<file path="src/rtl/qspi_pkg.sv">
// Opcodes, scheduler state encoding and opcode classification helpers shared by
// the QSPI command scheduler and its bench.
package qspi_pkg;

    localparam logic [7:0] OP_WRITE = 8'h02;
    localparam logic [7:0] OP_READ  = 8'h03;
    localparam logic [7:0] OP_SE4K  = 8'h20;
    localparam logic [7:0] OP_BE32K = 8'h52;
    localparam logic [7:0] OP_BE64K = 8'hD8;
    localparam logic [7:0] OP_RST   = 8'h99;
    localparam logic [7:0] OP_RSTEN = 8'h66;
    localparam logic [7:0] OP_WREN  = 8'h06;
    localparam logic [7:0] OP_RDSR  = 8'h05;

    typedef enum logic [2:0] {
        IDLE       = 3'd0,
        PRE_ISSUE  = 3'd1,
        PRE_WAIT   = 3'd2,
        CMD_ISSUE  = 3'd3,
        CMD_WAIT   = 3'd4,
        POLL_ISSUE = 3'd5,
        POLL_WAIT  = 3'd6,
        RESP       = 3'd7
    } sched_state_t;

    function automatic logic needs_wren(input logic [7:0] op);
        return (op == OP_WRITE) || (op == OP_SE4K) || (op == OP_BE32K) || (op == OP_BE64K);
    endfunction

    // Every WREN-prefixed command leaves the device busy, so the two sets coincide.
    function automatic logic needs_poll(input logic [7:0] op);
        return needs_wren(op);
    endfunction

    function automatic logic needs_rsten(input logic [7:0] op);
        return op == OP_RST;
    endfunction

    function automatic logic is_legal(input logic [7:0] op);
        return needs_wren(op) || needs_rsten(op) || (op == OP_READ);
    endfunction

endpackage

</file>
<file path="src/rtl/qspi_rr_arb.sv">
// Two-way round-robin arbiter; the last-grant pointer moves only when a grant is taken.
module qspi_rr_arb (
    input  logic       clk,
    input  logic       rst,
    input  logic [1:0] req,
    input  logic       advance,
    output logic [1:0] gnt
);

    logic last_q;
    logic last_d;

    always_comb begin
        if (req == 2'b11) begin
            gnt = last_q ? 2'b01 : 2'b10;
        end else begin
            gnt = req;
        end
        last_d = last_q;
        if (advance && (gnt != 2'b00)) begin
            last_d = gnt[1];
        end
    end

    // Pointer resets to "requester 1 went last" so requester 0 wins the first tie.
    always_ff @(posedge clk) begin
        if (rst) begin
            last_q <= 1'b1;
        end else begin
            last_q <= last_d;
        end
    end

endmodule

</file>
<file path="src/rtl/qspi_cmd_scheduler.sv">
// Sequences two requesters onto the QSPI engine with WREN/RSTEN prefixes and RDSR WIP polling.
// Define QSPI_SCHED_POLL_TIMEOUT_EN to fail a request after POLL_MAX busy status reads.
module qspi_cmd_scheduler
    import qspi_pkg::*;
#(
    parameter int          ADDR_W   = 24,
    parameter logic [15:0] POLL_MAX = 16'd1000
) (
    input  logic                  clk,
    input  logic                  rst,
    input  logic [1:0]            req_valid,
    input  logic [15:0]           req_op,
    input  logic [2*ADDR_W-1:0]   req_addr,
    output logic [1:0]            req_ready,
    output logic [1:0]            rsp_valid,
    output logic                  rsp_err,
    output logic                  eng_valid,
    output logic [7:0]            eng_op,
    output logic [ADDR_W-1:0]     eng_addr,
    input  logic                  eng_ready,
    input  logic                  eng_done,
    input  logic [7:0]            eng_status,
    output logic                  busy
);

    sched_state_t      state_q, state_d;
    logic              owner_q, owner_d;
    logic [7:0]        op_q, op_d;
    logic [ADDR_W-1:0] addr_q, addr_d;
    logic [1:0]        rsp_valid_q, rsp_valid_d;
    logic              rsp_err_q, rsp_err_d;
    logic              eng_valid_q, eng_valid_d;
    logic [7:0]        eng_op_q, eng_op_d;
    logic [ADDR_W-1:0] eng_addr_q, eng_addr_d;
    logic              busy_q, busy_d;

    logic [1:0]        gnt;
    logic              accept;
    logic [7:0]        sel_op;
    logic [ADDR_W-1:0] sel_addr;
    logic [1:0]        owner_mask;
    logic [6:0]        status_unused;

`ifdef QSPI_SCHED_POLL_TIMEOUT_EN
    logic [15:0] poll_cnt_q, poll_cnt_d;
    logic        poll_expired;
    assign poll_expired = ({1'b0, poll_cnt_q} + 17'd1) >= {1'b0, POLL_MAX};
`else
    logic [15:0] poll_max_unused;
    assign poll_max_unused = POLL_MAX;
`endif

    assign status_unused = eng_status[7:1];
    assign accept        = (state_q == IDLE) && !rst && (req_valid != 2'b00);
    assign sel_op        = gnt[1] ? req_op[15:8] : req_op[7:0];
    assign sel_addr      = gnt[1] ? req_addr[2*ADDR_W-1:ADDR_W] : req_addr[ADDR_W-1:0];
    assign owner_mask    = owner_q ? 2'b10 : 2'b01;

    qspi_rr_arb u_arb (
        .clk     (clk),
        .rst     (rst),
        .req     (req_valid),
        .advance (accept),
        .gnt     (gnt)
    );

    always_comb begin
        state_d     = state_q;
        owner_d     = owner_q;
        op_d        = op_q;
        addr_d      = addr_q;
        rsp_valid_d = 2'b00;
        rsp_err_d   = 1'b0;
        eng_valid_d = eng_valid_q;
        eng_op_d    = eng_op_q;
        eng_addr_d  = eng_addr_q;
`ifdef QSPI_SCHED_POLL_TIMEOUT_EN
        poll_cnt_d  = poll_cnt_q;
`endif
        case (state_q)
            IDLE: begin
                if (accept) begin
                    owner_d = gnt[1];
                    op_d    = sel_op;
                    addr_d  = sel_addr;
                    if (!is_legal(sel_op)) begin
                        state_d     = RESP;
                        rsp_valid_d = gnt;
                        rsp_err_d   = 1'b1;
                    end else if (needs_wren(sel_op) || needs_rsten(sel_op)) begin
                        state_d     = PRE_ISSUE;
                        eng_valid_d = 1'b1;
                        eng_op_d    = needs_wren(sel_op) ? OP_WREN : OP_RSTEN;
                        eng_addr_d  = '0;
                    end else begin
                        state_d     = CMD_ISSUE;
                        eng_valid_d = 1'b1;
                        eng_op_d    = sel_op;
                        eng_addr_d  = sel_addr;
                    end
                end
            end
            PRE_ISSUE, CMD_ISSUE, POLL_ISSUE: begin
                if (eng_valid_q && eng_ready) begin
                    eng_valid_d = 1'b0;
                    case (state_q)
                        PRE_ISSUE: state_d = PRE_WAIT;
                        CMD_ISSUE: state_d = CMD_WAIT;
                        default:   state_d = POLL_WAIT;
                    endcase
                end
            end
            PRE_WAIT: begin
                if (eng_done) begin
                    state_d     = CMD_ISSUE;
                    eng_valid_d = 1'b1;
                    eng_op_d    = op_q;
                    eng_addr_d  = addr_q;
                end
            end
            CMD_WAIT: begin
                if (eng_done) begin
                    if (needs_poll(op_q)) begin
                        state_d     = POLL_ISSUE;
                        eng_valid_d = 1'b1;
                        eng_op_d    = OP_RDSR;
                        eng_addr_d  = '0;
                    end else begin
                        state_d     = RESP;
                        rsp_valid_d = owner_mask;
                    end
                end
            end
            POLL_WAIT: begin
                if (eng_done) begin
                    if (!eng_status[0]) begin
                        state_d     = RESP;
                        rsp_valid_d = owner_mask;
`ifdef QSPI_SCHED_POLL_TIMEOUT_EN
                    end else if (poll_expired) begin
                        state_d     = RESP;
                        rsp_valid_d = owner_mask;
                        rsp_err_d   = 1'b1;
                    end else begin
                        poll_cnt_d  = poll_cnt_q + 16'd1;
                        state_d     = POLL_ISSUE;
                        eng_valid_d = 1'b1;
                        eng_op_d    = OP_RDSR;
                        eng_addr_d  = '0;
                    end
`else
                    end else begin
                        state_d     = POLL_ISSUE;
                        eng_valid_d = 1'b1;
                        eng_op_d    = OP_RDSR;
                        eng_addr_d  = '0;
                    end
`endif
                end
            end
            RESP: begin
                state_d = IDLE;
`ifdef QSPI_SCHED_POLL_TIMEOUT_EN
                poll_cnt_d = '0;
`endif
            end
            default: state_d = IDLE;
        endcase
        busy_d = (state_d != IDLE);
    end

    always_ff @(posedge clk) begin
        if (rst) begin
            state_q     <= IDLE;
            owner_q     <= 1'b0;
            op_q        <= '0;
            addr_q      <= '0;
            rsp_valid_q <= 2'b00;
            rsp_err_q   <= 1'b0;
            eng_valid_q <= 1'b0;
            eng_op_q    <= '0;
            eng_addr_q  <= '0;
            busy_q      <= 1'b0;
`ifdef QSPI_SCHED_POLL_TIMEOUT_EN
            poll_cnt_q  <= '0;
`endif
        end else begin
            state_q     <= state_d;
            owner_q     <= owner_d;
            op_q        <= op_d;
            addr_q      <= addr_d;
            rsp_valid_q <= rsp_valid_d;
            rsp_err_q   <= rsp_err_d;
            eng_valid_q <= eng_valid_d;
            eng_op_q    <= eng_op_d;
            eng_addr_q  <= eng_addr_d;
            busy_q      <= busy_d;
`ifdef QSPI_SCHED_POLL_TIMEOUT_EN
            poll_cnt_q  <= poll_cnt_d;
`endif
        end
    end

    // req_ready is the only combinational output: it is the handshake with the held request.
    assign req_ready = accept ? gnt : 2'b00;
    assign rsp_valid = rsp_valid_q;
    assign rsp_err   = rsp_err_q;
    assign eng_valid = eng_valid_q;
    assign eng_op    = eng_op_q;
    assign eng_addr  = eng_addr_q;
    assign busy      = busy_q;

endmodule

</file>
<file path="config.mk">
export PLATFORM = sky130hd
export DESIGN_NAME = qspi_cmd_scheduler
export DESIGN_NICKNAME = d
export VERILOG_FILES = /design/src/rtl/qspi_pkg.sv /design/src/rtl/qspi_rr_arb.sv /design/src/rtl/qspi_cmd_scheduler.sv
export SDC_FILE = /design/constraint.sdc
export NUM_CORES = 1
export LEC_CHECK = 0
export BUFFER_PORTS_ARGS = -buffer_cell sky130_fd_sc_hd__clkbuf_2
export CAP_MARGIN = 30
export CORE_MARGIN = 5
export CORE_UTILIZATION = 50
export CTS_CLUSTER_DIAMETER = 100
export CTS_CLUSTER_SIZE = 28
export DETAILED_ROUTE_END_ITERATION = 6
export GPL_TIMING_DRIVEN = 0
export HOLD_SLACK_MARGIN = 0.1
export PLACE_DENSITY = 0.76
export SETUP_SLACK_MARGIN = 0.4
export SLEW_MARGIN = 20
export SYNTH_ARGS = -nofsm -noshare
export SYNTH_HDL_FRONTEND = slang
export SYNTH_SLANG_ARGS = --single-unit
</file>
<file path="constraint.sdc">
create_clock -name clk -period 2.2 [get_ports clk]
set_clock_uncertainty 0.05 [all_clocks]
set_input_delay 0.22 -clock clk [delete_from_list [all_inputs] [get_ports clk]]
set_output_delay 0.22 -clock clk [all_outputs]
set_load 0.01 [all_outputs]
</file>
==> flow_metrics.py, run 1 <==
metrics = {
    "run_status": {
        "run_status": "finished with violations",
        "violations": "negative setup slack",
    },
    "pwr": {
        "irDropWorstVdd_v": 0.000845,
        "switching_share": 0.447,
        "p_sw_mw": 4.09,
        "cell_internal_pwr_mw": 5.07,
        "power.density_cell_area_nw_per_um2": 1510,
        "p_seq_frac": 0.264,
        "comb_power_share": 0.600,
        "clock_power_share": 0.136,
        "p_leak_nw": 2.48,
    },
    "finish": {
        "area_delta_synth_final_pct": 45.0,
        "finalInstanceArea_um2": 6060,
        "multi_input_comb_area_um2": 2850,
        "n_antenna_cell": 0,
        "seqCellArea_um2": 1500,
        "fillers": 527,
        "drive_gt1_frac": 0.483,
        "fin_nets": 688,
    },
    "grt": {
        "antenna_found_initial": 0,
        "track_usage": 0.284,
        "vias_in_the_first_global_route": 4522,
        "grt_remaining_overflow": 0,
        "grt_max_degree": 14,
        "global_route_wire_length_before_repair_um": 22700,
    },
    "timing": {
        "final.min_clock_period_ns": 2.24,
        "worstMarginPinSlew_ns": 0.780,
        "whs_ns": 0.127,
        "finalSetupViolations": 5,
        "final-hold-violation-count": 0,
        "worst_slew_margin_rel": 0.480,
        "fmax_mhz": 447,
        "final_min_period_over_clock_period": 1.02,
        "final-max-slew-violation-count": 0,
        "rsz0062_at_grt": "yes",
        "worst_slack_ns": -0.0366,
    },
    "synth": {
        "synth_area_per_cell_um2": 9.08,
        "ys_ff_latch": 74,
        "synth_seq_area_share": 0.355,
        "syn_area_um2": 4180,
        "asyncSetResetFlopFracSynth": 0,
        "synth.cells.most_frequent": "sky130_fd_sc_hd__dfxtp_1, sky130_fd_sc_hd__nor2_1, sky130_fd_sc_hd__a21oi_1, sky130_fd_sc_hd__a211oi_1",
        "synth_largest_area_cell": "sky130_fd_sc_hd__dfxtp_1",
        "yosys.cell_count.top_type": "sky130_fd_sc_hd__dfxtp_1",
        "yosysWarningCount": 0,
        "synth_edf_count": 0,
        "synth.top_cell.area_share": 0.355,
        "synth.distinct_cells": 53,
        "ys.flop_type": "sky130_fd_sc_hd__dfxtp_1",
        "synthesis.nets": 538,
        "postSynthCellCount": 460,
        "netlist_top_cells_area": "sky130_fd_sc_hd__dfxtp_1, sky130_fd_sc_hd__a211oi_2, sky130_fd_sc_hd__mux2i_1",
    },
    "route": {
        "drtAntennaViolNets": 0,
        "drt-vias-per-instance": 6.33,
        "total_number_of_vias": 4554,
        "avgRoutedWirePerCell_um": 21.3,
        "drc": 0,
        "wirelength_um": 15300,
        "drt_pass_1_iters": 6,
        "drt-initial-drc-count": 336,
    },
    "floorplan": {
        "std_cell_rows": 33,
        "starting_density_of_the_core": 0.511,
        "placeableCoreArea_um2": 8180,
        "i_o_pins": 117,
        "die_area_um2": 10300,
        "floorplan.die.height_um": 101,
        "dieWidth_um": 101,
    },
    "worst_setup_path": {
        "worst-endpoint-required_ns": 2.43,
        "critical_path.slowest_cell": "sky130_fd_sc_hd__or3_4",
        "cp_num_buf_inv": 3,
        "crit_family": "compound AO/OA/AOI/OAI gates",
        "cp.depth": 9,
        "rr_endpoint": "eng_addr[18]",
        "worst_path_arrival_time_ns": 2.46,
        "worstSetupEndpointType": "register",
        "worst_r2r_startpoint": "state_q[2]",
        "number_of_cells_on_the_worst_reg_to_reg_path": 9,
        "critical_path_peak_fanout": 10,
        "cp_common_cell": "sky130_fd_sc_hd__a21oi_4",
        "setup.reg_to_reg.worst_slack_ns": -0.04,
        "crit_path_start": "state_q[2]",
        "cp_slowest_stage_delay_ns": 0.34,
        "path_cells": "buf_6 -> or2_1 -> clkbuf_8 -> or3_4 -> a21oi_4 -> o21a_4 -> buf_12 -> a21oi_4 -> a211oi_2",
        "critical_path_class": "register to register",
        "worstSetupStartpointType": "register",
    },
    "clocking": {
        "cts_tree": "done",
        "tritoncts.num_buffers": 9,
        "hold_buffer_count_at_cts": 0,
        "cts.path.max_buffers": 2,
        "clkTransAtPathRegs_ns": 0.09,
        "clockRootBuffer": "sky130_fd_sc_hd__clkbuf_8",
        "clock_insertion_delay_worst_skew_ns": 0.36,
        "cts.htree.levels": 3,
        "clock-sinks": 74,
    },
    "min_path": {
        "hold_end": "op_q[5]",
        "hold_depth": 3,
        "min-delay-path-class": "input port to register",
        "min-delay-start": "req_op[5]",
    },
    "job": {
        "drv.max_cap_violation_count": 0,
    },
    "placement": {
        "dpl-instance-area_um2": 4890,
        "post-dp-hpwl_um": 9520,
        "io_buffer_count": 107,
        "finalWeightedCongestion": 0.971,
    },
}
==> cell families after synthesis <==
kind of cell / after synthesis / share of synthesized area
AO/OA/AOI/OAI: 164 / 0.329
AND/OR/NAND/NOR: 138 / 0.170
flip-flops: 74 / 0.355
buffers and inverters: 50 / 0.0656
multiplexers: 30 / 0.0719
XOR/XNOR: 4 / 0.00839
==> worst max-delay path by stage <==
stage / endpoint / slack, ns
detailed placement: eng_op[3] / -0.17
floorplan: eng_addr[11] / 0.24
global route: eng_addr[18] / -0.07
CTS: req_ready[0] / -0.02
global placement: rsp_valid[1] / -0.13
finish: eng_addr[18] / -0.04
==> final cells by class <==
| cell class | instances | share of cell area |
|---|---|---|
| multi-input cells | 336 | 0.470 |
| flip-flops and latches | 74 | 0.247 |
| repair buffers | 139 | 0.151 |
| plain buffers | 49 | 0.0715 |
| clock buffers | 10 | 0.0227 |
| well taps | 105 | 0.0217 |
| clock inverters | 6 | 0.0149 |
| inverters | 1 | 0.000620 |
==> state kept, by name, indices dropped and copies added (netlist names) <==
signal        cells
rsp_err           1
rsp_valid         2
eng_valid         1
op_q              8
state_q           3
owner_q           1
busy              1
addr_q           24
eng_op            8
u_arb.last_q      1
eng_addr         24
==> timing repair <==
item / CTS / global route
gates cloned: 4 / 2
buffers inserted: 23 / 3
setup endpoints to repair: 74 / 73
pin swaps: 50 / 27
resized for setup: 95 / 52
==> metal layers <==
| layer | global-route usage | part of all wire |
|---|---|---|
| met1 | 0.345 | 0.38 |
| met2 | 0.477 | 0.50 |
| met3 | 0.0613 | 0.089 |
| met5 | 0 | 0 |
| met4 | 0.135 | 0.032 |
==> placed cells by master, fill, tap and decap left out, types with 6 or more instances in the layout <==
cell and n:
sky130_fd_sc_hd__buf_4 20, sky130_fd_sc_hd__nand2_1 12, sky130_fd_sc_hd__a211oi_2 30, sky130_fd_sc_hd__buf_6 16, sky130_fd_sc_hd__buf_12 8, sky130_fd_sc_hd__buf_2 11
sky130_fd_sc_hd__dfxtp_1 66, sky130_fd_sc_hd__clkbuf_1 9, sky130_fd_sc_hd__nor2_1 53, sky130_fd_sc_hd__a21oi_4 30, sky130_fd_sc_hd__clkbuf_2 114, sky130_fd_sc_hd__clkbuf_8 11
sky130_fd_sc_hd__mux2i_1 29, sky130_fd_sc_hd__nor2b_1 6, sky130_fd_sc_hd__a21oi_1 32, sky130_fd_sc_hd__nor4_1 24, sky130_fd_sc_hd__a211oi_1 30
==> tightest hold or removal path, cell delays in order <==
cell	delay, ns
sky130_fd_sc_hd__clkbuf_2	0.13
sky130_fd_sc_hd__nand2_1	0.07
sky130_fd_sc_hd__a311oi_1	0.08
==> power groups by stage <==
stage          Combinational [mW]  Clock, mW  Sequential (mW)
4_1_cts                      4.84       1.22             2.33
3_5_place_dp                 3.77          0             2.29
3_3_place_gp                 3.67          0             2.27
2_1_floorplan                2.68          0             2.31
5_1_grt                      5.79       1.28             2.46
6_report                     5.49       1.25             2.42
==> metrics by stage <==
step / TNS, ns / cells / worst slack [ns] / utilization / total power [mW]
final: -0.0787 / 720 / -0.0366 / 0.741 / 9.16
after global routing: -0.508 / 720 / -0.0651 / 0.741 / 9.53
after CTS: -0.0202 / 715 / -0.0202 / 0.710 / 8.39
after detailed placement: -2.88 / 672 / -0.165 / 0.599 / 6.05
after global placement: -2.31 / 672 / -0.133 / 0.599 / 5.94
after floorplan: 0 / 460 / 0.240 / - / 5.00
(Power assumes the default switching activity.)
==> run 2, diff against run 1 <==
ABC_AREA = 1   (was unset)
PLACE_DENSITY = 0.77   (was 0.76)
RECOVER_POWER = 25   (was unset)
SKIP_LAST_GASP = 1   (was unset)
==> run 2 against run 1 <==
Compared with the run above: the flow finishes with violations (design-rule violations); global-route usage shrank 4.7 points; combinational power shrank 29%; non-clock buffer count shrank 15; sequential power shrank 12%.
==> flow_metrics.py, run 2 <==
metrics = {
    "placement": {
        "pre_cts_slack_ns": -0.0523,
        "post-place-cells": 841,
        "post-dp-hpwl_um": 8320,
        "finalWeightedCongestion": 0.925,
        "io_buffer_count": 109,
    },
    "grt": {
        "global_route_wire_length_before_repair_um": 19200,
        "antenna_found_initial": 0,
        "grt_remaining_overflow": 0,
        "vias_in_the_first_global_route": 4187,
        "track_usage": 0.237,
        "grt_max_degree": 14,
    },
    "floorplan": {
        "dieWidth_um": 99.3,
        "std_cell_rows": 32,
        "starting_density_of_the_core": 0.516,
        "floorplan.die.height_um": 99.3,
        "i_o_pins": 117,
        "die_area_um2": 9860,
        "placeableCoreArea_um2": 7730,
    },
    "run_status": {
        "run_status": "finished with violations",
        "violations": "design-rule violations",
    },
    "finish": {
        "drive_gt1_frac": 0.286,
        "fin_nets": 863,
        "n_antenna_cell": 0,
        "end_of_flow_core_utilization": 0.695,
        "area_delta_synth_final_pct": 34.7,
        "fillers": 670,
        "post_layout_nonfiller_instances": 892,
        "layout_commonest_cell": "sky130_fd_sc_hd__nand2_1",
        "layout_common_cells": "sky130_fd_sc_hd__nand2_1, sky130_fd_sc_hd__nor2_1, sky130_fd_sc_hd__clkbuf_2",
    },
    "clocking": {
        "clkTransAtPathRegs_ns": 0.08,
        "tritoncts.num_buffers": 9,
        "clock-sinks": 74,
        "clockRootBuffer": "sky130_fd_sc_hd__clkbuf_8",
        "cts.htree.levels": 3,
        "cts.path.max_buffers": 2,
        "cts_tree": "done",
        "clock_insertion_delay_worst_skew_ns": 0.35,
        "hold_buffer_count_at_cts": 0,
    },
    "timing": {
        "rsz0062_at_grt": "yes",
        "final-hold-violation-count": 0,
        "final-max-slew-violation-count": 0,
        "worst_slack_ns": 0.0278,
        "final_min_period_over_clock_period": 0.987,
        "final.min_clock_period_ns": 2.17,
        "worst_slew_margin_rel": 0.640,
        "fmax_mhz": 460,
        "finalSetupViolations": 0,
        "worstMarginPinSlew_ns": 0.541,
    },
    "pwr": {
        "switching_share": 0.446,
        "power.density_cell_area_nw_per_um2": 1300,
        "p_leak_nw": 2.90,
        "irDropWorstVdd_v": 0.000740,
        "comb_power_share": 0.559,
        "cell_internal_pwr_mw": 3.86,
        "clock_power_share": 0.136,
        "p_sw_mw": 3.10,
        "p_seq_frac": 0.305,
    },
    "synth": {
        "synth.distinct_cells": 28,
        "synth.cells.most_frequent": "sky130_fd_sc_hd__nand2_1, sky130_fd_sc_hd__nor2_1, sky130_fd_sc_hd__dfxtp_1, sky130_fd_sc_hd__inv_1, sky130_fd_sc_hd__o21ai_0",
        "asyncSetResetFlopFracSynth": 0,
        "ys_ff_latch": 74,
        "yosysWarningCount": 0,
        "synth-adder-area-share": 0,
        "area_fraction_in_and_or_nand_and_nor_cells_after_synthesis": 0.369,
        "post_synth_xor_area_fraction": 0,
        "synthesis.nets": 708,
        "postSynthCellCount": 630,
        "synth_top_family_by_area": "simple AND/OR/NAND/NOR gates",
        "yosys.cell_count.top_type": "sky130_fd_sc_hd__nand2_1",
        "synth_largest_area_cell": "sky130_fd_sc_hd__dfxtp_1",
        "synth.top_cell.area_share": 0.372,
        "synth_area_per_cell_um2": 6.33,
        "synth_seq_area_share": 0.372,
        "yosys-mux-area-fraction": 0.0527,
        "synth_compound_gate_area_share": 0.0926,
        "syn_area_um2": 3990,
        "ys.flop_type": "sky130_fd_sc_hd__dfxtp_1",
        "synth_edf_count": 0,
        "netlist_top_cells_area": "sky130_fd_sc_hd__dfxtp_1, sky130_fd_sc_hd__nand2_1, sky130_fd_sc_hd__nor2_1",
    },
    "worst_setup_path": {
        "worst-endpoint-required_ns": 2.44,
        "critical_path_peak_fanout": 7,
        "worst_path_arrival_time_ns": 2.41,
        "worstSetupStartpointType": "register",
        "critical_path_class": "register to register",
        "worstSetupEndpointType": "register",
    },
    "job": {
        "drv.max_cap_violation_count": 0,
    },
    "route": {
        "wirelength_um": 12200,
        "drt_pass_1_iters": 7,
        "drc": 1,
        "drtAntennaViolNets": 0,
        "avgRoutedWirePerCell_um": 13.7,
        "total_number_of_vias": 4553,
        "drt-vias-per-instance": 5.10,
        "drt-initial-drc-count": 227,
    },
    "min_path": {
        "min-delay-path-class": "input port to register",
    },
}
==> run 2: path summary, 6_finish.rpt <==
path | from | to | slack [ns] | depth (start not counted)
max | u_arb.last_q | eng_addr[8] | 0.03 | 17
min | rst | rsp_valid[1] | 0.12 | 2
max reg2reg | u_arb.last_q | eng_addr[8] | 0.03 | 17
min reg2reg | addr_q[2] | addr_q[2] | 0.42 | 2
==> run 2: area by class of cell <==
type | instances | area [um2] | area share
timing repair buffer | 144 | 822 | 0.153
clock buffer | 10 | 128 | 0.0238
buffer | 29 | 225 | 0.0419
inverter | 76 | 295 | 0.0550
multi-input combinational | 451 | 2250 | 0.418
tap | 102 | 128 | 0.0238
clock inverter | 6 | 42.5 | 0.00792
sequential | 74 | 1480 | 0.276
==> run 2: metal layers <==
layer	vias up	track usage	wire [um]
li1	2265	-	-
met1	2038	0.306	5090
met2	225	0.392	5680
met3	25	0.0540	1160
met4	0	0.0809	257
met5	-	0	0
==> run 2: stage by stage <==
| stage | hold slack [ns] | area [um2] | total power [mW] | setup TNS, ns |
|---|---|---|---|---|
| finish | 0.121 | 5370 | 6.96 | 0 |
| global route | 0.118 | 5370 | 7.52 | -2.27 |
| CTS | 0.102 | 5240 | 6.73 | 0 |
| detailed placement | 0.396 | 4680 | 5.32 | -0.661 |
| global placement | 0.388 | 4680 | 5.26 | -0.426 |
| floorplan | 0.239 | 4010 | 4.39 | 0 |
==> run 2: cells by family after synthesis <==
logic type | Yosys count
buf+inv | 105
mux | 21
simple gates | 365
compound gates | 65
flops | 74
==> run 2: what timing repair did <==
item / 4_1_cts / 5_1_grt
resized for setup: 54 / 30
pin swaps: 15 / 14
buffers inserted: 24 / 5
gates cloned: 4 / 2
endpoints found under the setup margin: 50 / 71
==> run 2: worst max-delay path: stages (launching register included) <==
cell and delay [ns]:
sky130_fd_sc_hd__dfxtp_2 0.36, sky130_fd_sc_hd__nand2_4 0.08, sky130_fd_sc_hd__nand2_4 0.09, sky130_fd_sc_hd__buf_6 0.13, sky130_fd_sc_hd__nand2_4 0.07, sky130_fd_sc_hd__nand2_8 0.10, sky130_fd_sc_hd__inv_6 0.04, sky130_fd_sc_hd__nor2_1 0.09
sky130_fd_sc_hd__nand2_1 0.05, sky130_fd_sc_hd__nand2_1 0.11, sky130_fd_sc_hd__nand2_4 0.09, sky130_fd_sc_hd__nand4_1 0.16, sky130_fd_sc_hd__nand3_4 0.14, sky130_fd_sc_hd__buf_8 0.18, sky130_fd_sc_hd__clkbuf_16 0.15, sky130_fd_sc_hd__nand2_1 0.05
sky130_fd_sc_hd__nand2_1 0.04, sky130_fd_sc_hd__nor2_1 0.10
==> run 2: power by group through the flow <==
| stage | sequential, mW | combinational (mW) | clock [mW] |
|---|---|---|---|
| after floorplan | 2.24 | 2.15 | 0 |
| final | 2.12 | 3.89 | 0.950 |
| after global routing | 2.18 | 4.31 | 1.02 |
| after CTS | 2.12 | 3.65 | 0.952 |
| after detailed placement | 2.14 | 3.18 | 0 |
| after global placement | 2.12 | 3.14 | 0 |
==> run 3, diff against run 2 <==
PLACE_DENSITY = 0.76   (was 0.77)
SYNTH_HIERARCHICAL = 1   (was unset)
==> run 3 against run 2 <==
Compared with the run above: critical path type unchanged; maximum frequency decreased by 4.4%; the flow finishes with violations (negative setup slack); wire length increased by 22%; total power increased by 18%; largest power group unchanged; cell count increased by 6.6%; sequential power about the same; critical path depth increased by 1; first-iteration DRC count increased by 99%.
==> flow_metrics.py, run 3 <==
metrics = {
    "route": {
        "drtAntennaViolNets": 0,
        "drt_pass_1_iters": 6,
        "drt-vias-per-instance": 5.35,
        "drt-initial-drc-count": 452,
        "wirelength_um": 14800,
        "avgRoutedWirePerCell_um": 15.6,
        "total_number_of_vias": 5087,
        "drc": 0,
    },
    "synth": {
        "ys.flop_type": "sky130_fd_sc_hd__dfxtp_1",
        "syn_area_um2": 4260,
        "synth.cells.most_frequent": "sky130_fd_sc_hd__nand2_1, sky130_fd_sc_hd__nor2_1, sky130_fd_sc_hd__dfxtp_1, sky130_fd_sc_hd__inv_1, sky130_fd_sc_hd__nand3_1",
        "netlist_top_cells_area": "sky130_fd_sc_hd__dfxtp_1, sky130_fd_sc_hd__nand2_1, sky130_fd_sc_hd__nor2_1",
        "synth_area_per_cell_um2": 6.28,
        "synth_edf_count": 0,
        "synth.distinct_cells": 31,
        "synthesis.nets": 757,
        "synth.top_cell.area_share": 0.348,
        "synth_largest_area_cell": "sky130_fd_sc_hd__dfxtp_1",
        "postSynthCellCount": 679,
        "asyncSetResetFlopFracSynth": 0,
        "yosysWarningCount": 6,
        "synth_seq_area_share": 0.348,
        "ys_ff_latch": 74,
        "yosys.cell_count.top_type": "sky130_fd_sc_hd__nand2_1",
    },
    "clocking": {
        "clock-sinks": 74,
        "cts.path.max_buffers": 2,
        "clock_insertion_delay_worst_skew_ns": 0.36,
        "clockRootBuffer": "sky130_fd_sc_hd__clkbuf_8",
        "cts.htree.levels": 3,
        "clkTransAtPathRegs_ns": 0.09,
        "tritoncts.num_buffers": 9,
        "cts_tree": "done",
    },
    "timing": {
        "worst_slack_ns": -0.0722,
        "rsz0062_at_grt": "yes",
        "finalSetupViolations": 32,
        "whs_ns": 0.120,
        "setup_tns_ns": -1.08,
        "final.min_clock_period_ns": 2.27,
        "worst_slew_margin_rel": 0.594,
        "worstMarginPinSlew_ns": 0.609,
        "final_min_period_over_clock_period": 1.03,
        "final-hold-violation-count": 0,
        "fmax_mhz": 440,
        "final-max-slew-violation-count": 0,
    },
    "run_status": {
        "violations": "negative setup slack",
        "run_status": "finished with violations",
    },
    "grt": {
        "antenna_found_initial": 0,
        "use_met1": 0.313,
        "global_route.peak_usage_layer": "met2",
        "track_usage": 0.246,
        "grt_use_met3": 0.0491,
        "grt_max_degree": 14,
        "grt_remaining_overflow": 0,
        "global_route_wire_length_before_repair_um": 20600,
        "use_met2": 0.406,
        "vias_in_the_first_global_route": 4569,
    },
    "finish": {
        "drive_gt1_frac": 0.342,
        "n_antenna_cell": 0,
        "fin_nets": 919,
        "area_delta_synth_final_pct": 43.5,
        "layout_commonest_cell": "sky130_fd_sc_hd__nand2_1",
        "layout_common_cells": "sky130_fd_sc_hd__nand2_1, sky130_fd_sc_hd__nor2_1, sky130_fd_sc_hd__clkbuf_2",
    },
    "worst_setup_path": {
        "worstSetupStartpointType": "register",
        "worstSetupEndpointType": "register",
        "cp_num_buf_inv": 6,
        "critical_path.slowest_cell": "sky130_fd_sc_hd__dfxtp_2",
        "critical_path_class": "register to register",
        "worst-endpoint-required_ns": 2.40,
        "worst_path_arrival_time_ns": 2.47,
        "critical_path_peak_fanout": 7,
        "path_cells": "nand2_2 -> and2_4 -> buf_8 -> inv_8 -> buf_4 -> nand2_4 -> nand2_4 -> nand2_4 -> nor2_1 -> nand2_1 -> nand2_2 -> inv_4 -> buf_4 -> buf_4 -> nand3_1 -> o21ai_0 -> nor2_1 -> nor2_1",
        "crit_family": "simple AND/OR/NAND/NOR gates",
        "cp_slowest_stage_delay_ns": 0.36,
    },
    "pwr": {
        "totalPowerFinal_mw": 8.24,
        "power.density_cell_area_nw_per_um2": 1350,
        "p_leak_nw": 3.14,
        "irDropWorstVdd_v": 0.000736,
    },
    "floorplan": {
        "floorplan.die.height_um": 102,
        "dieWidth_um": 102,
        "i_o_pins": 117,
        "starting_density_of_the_core": 0.516,
        "die_area_um2": 10500,
        "std_cell_rows": 33,
        "placeableCoreArea_um2": 8260,
    },
    "placement": {
        "io_buffer_count": 109,
        "finalWeightedCongestion": 0.844,
        "pre_cts_slack_ns": -0.0821,
        "post-dp-hpwl_um": 8660,
    },
    "job": {
        "drv.max_cap_violation_count": 0,
    },
    "min_path": {
        "min-delay-path-class": "input port to register",
    },
}
## run 3: cells by family (layout without fill, tap and decap cells)
family | count (synthesis) | after routing | synth area share
compound gates | 54 | 54 | 0.0696
simple gates | 421 | 422 | 0.411
flops | 74 | 74 | 0.348
mux | 23 | 23 | 0.0540
buf+inv | 107 | 273 | 0.118
## run 3: final timing paths
check                             startpoint           end  slack (ns)  depth (start not counted)
worst min register to register    addr_q[23]    addr_q[23]        0.43                          2
worst max-delay path            u_arb/last_q  eng_addr[23]       -0.07                         18
worst max register to register  u_arb/last_q  eng_addr[23]       -0.07                         18
worst min-delay path                     rst  rsp_valid[0]        0.12                          2
## run 3: per-layer routing
| layer | vias to the layer above | share of wire | wire length [um] |
|---|---|---|---|
| li1 | 2411 | - | - |
| met1 | 2303 | 0.38 | 5650 |
| met2 | 291 | 0.49 | 7190 |
| met3 | 82 | 0.084 | 1250 |
| met4 | 0 | 0.049 | 721 |
| met5 | - | 0 | 0 |
## run 3: layout make-up
class	instances	area, um2
Clock inverter	7	118
Clock buffer	9	124
Buffer	30	260
Tap cell	105	131
Sequential cell	74	1490
Inverter	77	304
Timing Repair Buffer	150	951
Fill cell	634	2140
Multi-Input combinational cell	499	2740
## run 3: repair_timing
item | in CTS | in global routing
gates cloned | 3 | 5
setup endpoints to repair | 71 | 65
hold endpoints to repair | 0 | 0
hold buffers | 0 | 0
pin swaps | 17 | 53
gates resized for setup | 47 | 124
setup buffers | 27 | 7
## run 3: per-stage QoR
step / instance area [um2] / cells / util
CTS: 5580 / 939 / 0.676
global route: 6120 / 951 / 0.741
global placement: 4950 / 893 / 0.600
detailed placement: 4950 / 893 / 0.600
finish: 6120 / 951 / 0.741
floorplan: 4280 / 679 / -
## run 3: report_power, final
part           leakage [nW]  switching, mW  internal, mW
combinational          2.41           2.81          1.95
clock                 0.123          0.581         0.754
sequential            0.610          0.294          1.85
total                  3.14           3.68          4.55
